==> src/rtl/sync_fifo_if.sv <==
// Handshake bundle between a FIFO producer/consumer (master) and the FIFO (slave).
interface sync_fifo_if #(
  parameter int unsigned DSIZE = 8,
  parameter int unsigned ASIZE = 3
);

  logic [DSIZE-1:0] wr_data;
  logic             wr_inc;
  logic             rd_inc;
  logic [DSIZE-1:0] rd_data;
  logic             wr_full;
  logic             rd_empty;

  modport master (
    output wr_data,
    output wr_inc,
    output rd_inc,
    input  rd_data,
    input  wr_full,
    input  rd_empty
  );

  modport slave (
    input  wr_data,
    input  wr_inc,
    input  rd_inc,
    output rd_data,
    output wr_full,
    output rd_empty
  );

endinterface

==> src/rtl/sync_fifo.sv <==
// Single-clock first-word-fall-through FIFO, 2**ASIZE x DSIZE, wrap-bit pointers.
module sync_fifo #(
  parameter int unsigned DSIZE = 8,
  parameter int unsigned ASIZE = 3
) (
  input logic       clk,
  input logic       rst,
  sync_fifo_if.slave bus
);

  localparam int unsigned DEPTH = 1 << ASIZE;
  localparam int unsigned PW    = ASIZE + 1;

  logic [DSIZE-1:0] mem [DEPTH];
  logic [PW-1:0]    wptr;
  logic [PW-1:0]    rptr;
  logic             full;
  logic             empty;
  logic             wr_en;
  logic             rd_en;

  // Occupancy flags from the registered pointers; wrap bit separates full from empty.
  always_comb begin
    empty = (wptr == rptr);
    full  = (wptr[ASIZE] != rptr[ASIZE]) &&
            (wptr[ASIZE-1:0] == rptr[ASIZE-1:0]);
    wr_en = bus.wr_inc && !full;
    rd_en = bus.rd_inc && !empty;
  end

  // Pointer advance and storage write; reset clears every entry so the head reads zero.
  always_ff @(posedge clk or posedge rst) begin
    if (rst) begin
      wptr <= '0;
      rptr <= '0;
      for (int i = 0; i < int'(DEPTH); i++) begin
        mem[i] <= '0;
      end
    end else begin
      if (wr_en) begin
        mem[wptr[ASIZE-1:0]] <= bus.wr_data;
        wptr                 <= wptr + PW'(1);
      end
      if (rd_en) begin
        rptr <= rptr + PW'(1);
      end
    end
  end

  // Head word falls through with no read latency.
  assign bus.rd_data  = mem[rptr[ASIZE-1:0]];
  assign bus.wr_full  = full;
  assign bus.rd_empty = empty;

endmodule

==> src/flat_wrapper.sv <==
// flat-port wrapper written by rule: the top's interface ports become plain ports
module sync_fifo_flat 
#(
  parameter int unsigned DSIZE = 8,
  parameter int unsigned ASIZE = 3
)
  (clk, rst, bus_wr_data, bus_wr_inc, bus_rd_inc, bus_rd_data, bus_wr_full, bus_rd_empty);
  sync_fifo_if #(.DSIZE(DSIZE), .ASIZE(ASIZE)) bus_i ();
  input logic clk;
  input logic rst;
  input wire logic [$bits(bus_i.wr_data)-1:0] bus_wr_data;
  input wire logic [$bits(bus_i.wr_inc)-1:0] bus_wr_inc;
  input wire logic [$bits(bus_i.rd_inc)-1:0] bus_rd_inc;
  output wire logic [$bits(bus_i.rd_data)-1:0] bus_rd_data;
  output wire logic [$bits(bus_i.wr_full)-1:0] bus_wr_full;
  output wire logic [$bits(bus_i.rd_empty)-1:0] bus_rd_empty;
  assign bus_i.wr_data = bus_wr_data;
  assign bus_i.wr_inc = bus_wr_inc;
  assign bus_i.rd_inc = bus_rd_inc;
  assign bus_rd_data = bus_i.rd_data;
  assign bus_wr_full = bus_i.wr_full;
  assign bus_rd_empty = bus_i.rd_empty;
  sync_fifo #(.DSIZE(DSIZE), .ASIZE(ASIZE)) u_core (.clk(clk), .rst(rst), .bus(bus_i));
endmodule
==> config.mk <==
export PLATFORM = sky130hd
export DESIGN_NAME = sync_fifo_flat
export DESIGN_NICKNAME = d
export VERILOG_FILES = /design/src/rtl/sync_fifo_if.sv /design/src/rtl/sync_fifo.sv /design/src/flat_wrapper.sv
export SDC_FILE = /design/constraint.sdc
export NUM_CORES = 1
export LEC_CHECK = 0
export CORE_ASPECT_RATIO = 1.2
export CORE_MARGIN = 2
export CORE_UTILIZATION = 45
export CTS_BUF_LIST = sky130_fd_sc_hd__clkbuf_16
export DETAILED_ROUTE_END_ITERATION = 8
export PLACE_DENSITY = 0.63
export SLEW_MARGIN = 15
export SYNTH_ARGS = -nofsm -noshare
export SYNTH_HDL_FRONTEND = slang
export SYNTH_SLANG_ARGS = --single-unit
==> constraint.sdc <==
create_clock -name clk -period 4.9 [get_ports clk]
set_input_delay 1.225 -clock clk [delete_from_list [all_inputs] [get_ports clk]]
set_output_delay 1.225 -clock clk [all_outputs]
set_load 0.03 [all_outputs]
==> impl_metrics.json, run 1 <==
{
  "clk_latency_ns": 0.32,
  "syn_avg_cell_area_um2": 16.1,
  "finalSetupViolations": 0,
  "fin_util": 0.542,
  "post_cts_resized": 0,
  "cts_sinks": 72,
  "cts_setup_buffers": 0,
  "swShare": 0.332,
  "grt_pass1_vias": 1956,
  "htreeDepth": 3,
  "postRouteAntennaNets": 0,
  "numCtsBuffers": 9,
  "hp-class": "reg2reg",
  "fp.dieW_um": 83.5,
  "yosys_register_bits": 72,
  "combPwrFrac": 0.438,
  "syn_nets": 226,
  "clockBufferDepth": 2,
  "via_count": 1844,
  "crit_required_ns": 3.67,
  "syn-cell-area_um2": 3410,
  "cp.arrival_ns": 2.60,
  "ys_types": 27,
  "rsz0062_at_grt": "no",
  "yosysTopAreaCell": "dfrtp_1",
  "endpoint": "bus_rd_data[2]",
  "grt_max_degree": 49,
  "wl_um": 6540,
  "layout_commonest_cell": "dfrtp_1",
  "status": "complete, no violations",
  "start_kind": "flop",
  "initial_core_util": 0.466,
  "final_cell_mix": "dfrtp_1, mux2_2, clkdlybuf4s50_1",
  "slew_headroom": 0.354,
  "hold_violations": 0,
  "busiest_layer": "met2",
  "dp_slack_ns": 1.42,
  "die_h_um": 99.4,
  "tightest_slew_ns": 0.969,
  "skew_ns": 0.00787,
  "yosys_warnings": 0,
  "core_um2": 7320,
  "switchingPower_uw": 1030,
  "hpwl_um": 3970,
  "layout-drive-gt1-share": 0.463,
  "synth_top_area_frac": 0.528,
  "drcViolationCount": 0,
  "power_density_nw_per_um2": 787,
  "antenna_found_initial": 0,
  "period_share": 0.781,
  "clk_pin_slew_ns": 0.05,
  "criticalPathCategory": "reg2out",
  "rows": 34,
  "hold_buffers": 0,
  "area_delta_synth_final_pct": 16.3,
  "crit_path_start": "u_core.rptr[1]",
  "tns_ns": 0,
  "ios": 22,
  "layout_setup_ws_ns": 1.07,
  "antenna_cells": 0,
  "drt_iter0_markers": 81,
  "grtUsageMet3": 0.0382,
  "crit_fanout": 21,
  "r2r-start": "u_core.rptr[1]",
  "grt_use_met2": 0.267,
  "vias_per_cell": 5.59,
  "ys_top_cells_by_area": "dfrtp_1, mux2_2, mux4_2",
  "netlist_instances": 212,
  "cp-end-kind": "primary output",
  "seq_power_share": 0.366,
  "grtUsageMet1": 0.233,
  "dr.pass1.iters": 4,
  "power_frac_clock": 0.197,
  "r2r_cells": 5,
  "max_freq_mhz": 261,
  "ir_drop_v": 0.000377,
  "intPower_uw": 2080,
  "drv_slew": 0,
  "period_minus_slack_ns": 3.83,
  "root_buffer": "clkbuf_16",
  "wire_per_inst_um": 19.8,
  "ff2ff_setup_slack_ns": 2.13,
  "finalNetCount": 249,
  "grt.total_usage": 0.171,
  "grt_pass1_wl_um": 10700,
  "grt_overflow": 0,
  "io_buffers": 21,
  "drv_cap": 0,
  "r2r-end": "u_core.mem[16]",
  "synth-seq-area-share": 0.528,
  "dieArea_um2": 8290,
  "tritoncts": "yes",
  "p_leak_uw": 0.00169,
  "gp_congestion": 0.702
}
## metrics by stage
step	hold WS (ns)	total power, uW	instances	instance area [um2]
6_report	0.487	3120	330	3960
5_1_grt	0.507	3310	330	3960
4_1_cts	0.491	3160	330	3960
3_5_place_dp	0.484	2530	314	3680
3_3_place_gp	0.476	2500	314	3680
2_1_floorplan	0.460	2180	212	3410
## layer usage
layer,part of all wire,wire [um]
met3,0.030,197
met4,0.016,106
met1,0.47,3050
met2,0.49,3180
met5,0,0
## synth_stat cells
cell type and n:
buf_4 3, inv_4 1, nor4_1 1, nand4_4 1
nand3_1 2, mux2_2 66, o41ai_1 1, mux4_2 16
ha_1 2, inv_1 2, buf_2 4, nand4b_1 1
nor4b_4 1, and3_1 3, nand3b_1 2, nor3b_1 1
clkbuf_1 3, xnor2_1 6, or4_4 1, nor4bb_1 1
buf_6 1, nor2_2 1, dfrtp_1 72, xor2_1 7
nor2_1 2, nand2_1 3, mux2_4 8
## cell families (layout without fill, tap and decap cells)
group | count (synthesis) | in the layout | share of synthesized area
AO/OA/AOI/OAI | 1 | 1 | 0.00257
XOR/XNOR | 13 | 13 | 0.0334
adder cells (fa/ha/maj) | 2 | 2 | 0.00734
buffers and inverters | 14 | 42 | 0.0231
flip-flops | 72 | 72 | 0.528
multiplexers | 90 | 90 | 0.359
AND/OR/NAND/NOR | 20 | 20 | 0.0462
## registers in the layout, indices dropped and copies added (netlist names)
signal / cells
u_core.rptr: 4
u_core.mem: 64
u_core.wptr: 4
## final cells by class
| cell class | count | area (um2) |
|---|---|---|
| Clock inverter | 7 | 56.3 |
| Multi-Input combinational cell | 126 | 1530 |
| Inverter | 3 | 13.8 |
| Timing Repair Buffer | 23 | 225 |
| Fill cell | 630 | 3350 |
| Sequential cell | 72 | 1800 |
| Clock buffer | 9 | 225 |
| Tap cell | 90 | 113 |
## worst max-delay path, stage by stage (launching register included)
cell,delay (ns)
dfrtp_1,0.98
mux4_2,0.43
mux2_2,0.27
clkdlybuf4s50_1,0.59
## worst min-delay path by stage
stage	endpoint	cells after the start	start
after floorplan	u_core.rptr[3]	1	u_core.rptr[3]
after global placement	u_core.wptr[3]	1	u_core.wptr[3]
after detailed placement	u_core.wptr[3]	1	u_core.wptr[3]
after CTS	u_core.wptr[3]	1	u_core.wptr[3]
after global routing	u_core.rptr[3]	1	u_core.rptr[3]
final	u_core.wptr[3]	1	u_core.wptr[3]
## power by group through the flow
stage          clock, uW  sequential [uW]  combinational, uW
2_1_floorplan          0             1010               1170
3_3_place_gp           0             1140               1360
3_5_place_dp           0             1150               1380
4_1_cts              634             1140               1390
5_1_grt              659             1180               1470
6_report             614             1140               1360
Note: power is estimated with default switching activity, not from simulation.
==> inputs of run 2 (changes only) <==
clock period = 4 ns   (was 4.9 ns; I/O delays follow)
==> impl_metrics.json, run 2 (synthesized netlist as in run 1, its figures left out) <==
{
  "status": "complete, no violations",
  "numCtsBuffers": 9,
  "start_kind": "flop",
  "antenna_cells": 0,
  "via_count": 1842,
  "area_delta_synth_final_pct": 16.4,
  "crit_chain": "buf_4 > mux4_2 > mux2_2 > clkdlybuf4s50_1",
  "wire_per_inst_um": 19.5,
  "clk_latency_ns": 0.33,
  "slowest_stage": "dfrtp_1",
  "power_density_nw_per_um2": 953,
  "tritoncts": "yes",
  "drv_slew": 0,
  "htreeDepth": 3,
  "clk_pin_slew_ns": 0.05,
  "cp.arrival_ns": 2.44,
  "grt_overflow": 0,
  "largest-register": "u_core.mem",
  "drv_cap": 0,
  "postRouteAntennaNets": 0,
  "die_h_um": 99.4,
  "max_freq_mhz": 291,
  "cp-end-kind": "primary output",
  "period_minus_slack_ns": 3.44,
  "drcViolationCount": 0,
  "tns_ns": 0,
  "hp-class": "reg2reg",
  "hpwl_um": 3970,
  "largest_register_ffs": 64,
  "ios": 22,
  "rsz0062_at_grt": "no",
  "finalSetupViolations": 0,
  "vias_per_cell": 5.53,
  "p_leak_uw": 0.00168,
  "initial_core_util": 0.466,
  "finalNetCount": 252,
  "drt_iter0_markers": 40,
  "cp_num_buf_inv": 2,
  "layout_commonest_cell": "dfrtp_1",
  "dr.pass1.iters": 4,
  "wl_um": 6480,
  "layout-drive-gt1-share": 0.469,
  "root_buffer": "clkbuf_16",
  "reg.largest.list": "u_core.mem (64), u_core.rptr (4), u_core.wptr (4)",
  "crit_required_ns": 3.00,
  "post_cts_resized": 0,
  "fp.dieW_um": 83.5,
  "clockBufferDepth": 2,
  "dieArea_um2": 8290,
  "antenna_found_initial": 0,
  "criticalPathCategory": "reg2out",
  "cts_sinks": 72,
  "final_cell_mix": "dfrtp_1, mux2_2, clkdlybuf4s50_1",
  "grt_max_degree": 40,
  "grt_pass1_vias": 1926,
  "gp_congestion": 0.702,
  "hold_buffers": 0,
  "crit_fanout": 12,
  "final_area_um2": 3970,
  "hold_violations": 0,
  "slew_headroom": 0.391,
  "ir_drop_v": 0.000467,
  "skew_ns": 0.00779,
  "critical-path-top-delay-family": "buffers and inverters",
  "cts_setup_buffers": 0,
  "rows": 34,
  "grt_pass1_wl_um": 10600,
  "core_um2": 7320,
  "cpPeakStageDelay_ns": 0.59,
  "period_share": 0.860,
  "place_area_um2": 3700,
  "io_buffers": 21,
  "tightest_slew_ns": 0.902,
  "grt.total_usage": 0.172
}
==> run 2: routing by layer <==
metal,vias to the layer above,share of wire,global-route usage
li1,841,-,-
met1,966,0.47,0.239
met2,28,0.47,0.259
met3,7,0.036,0.0324
met4,0,0.018,0.0893
met5,-,0,0
==> run 2: cell type report <==
class                   count  area, um2
clock inverters             7       40.0
multi-input cells         126       1530
well taps                  90        113
inverters                   3       13.8
flip-flops and latches     72       1800
clock buffers               9        225
repair buffers             26        248
fillers                   628       3350
==> run 2: power by group <==
part | switching [uW] | internal, uW
logic | 734 | 990
registers | 250 | 1100
clock network | 296 | 412
==> run 2: through the flow <==
step	setup WS [ns]	power, uW	hold WS, ns	util	instances
after global routing	0.436	4030	0.503	0.543	333
final	0.559	3780	0.488	0.543	333
after floorplan	1.18	2670	0.460	-	212
after detailed placement	0.890	3100	0.479	0.506	317
after CTS	0.520	3830	0.490	0.543	333
after global placement	0.886	3070	0.475	0.506	317
==> run 2: final timing paths <==
check | slack, ns | from | depth (start not counted) | endpoint
setup / recovery | 0.56 | u_core.rptr[1] | 4 | bus_rd_data[2]
hold / removal | 0.49 | u_core.rptr[3] | 1 | u_core.rptr[3]
setup reg to reg | 1.47 | u_core.rptr[1] | 6 | u_core.mem[18]
hold reg to reg | 0.49 | u_core.rptr[3] | 1 | u_core.rptr[3]
max in group asynchronous | 2.03 | rst | 3 | u_core.mem[52]
min in group asynchronous | 1.15 | rst | 2 | u_core.mem[30]
==> inputs of run 3 (changes only) <==
CAP_MARGIN = 30   (was not set)
CTS_CLUSTER_DIAMETER = 100   (was not set)
==> results of run 3 <==
The final DEF is identical to that of run 2; final timing and power are the same.
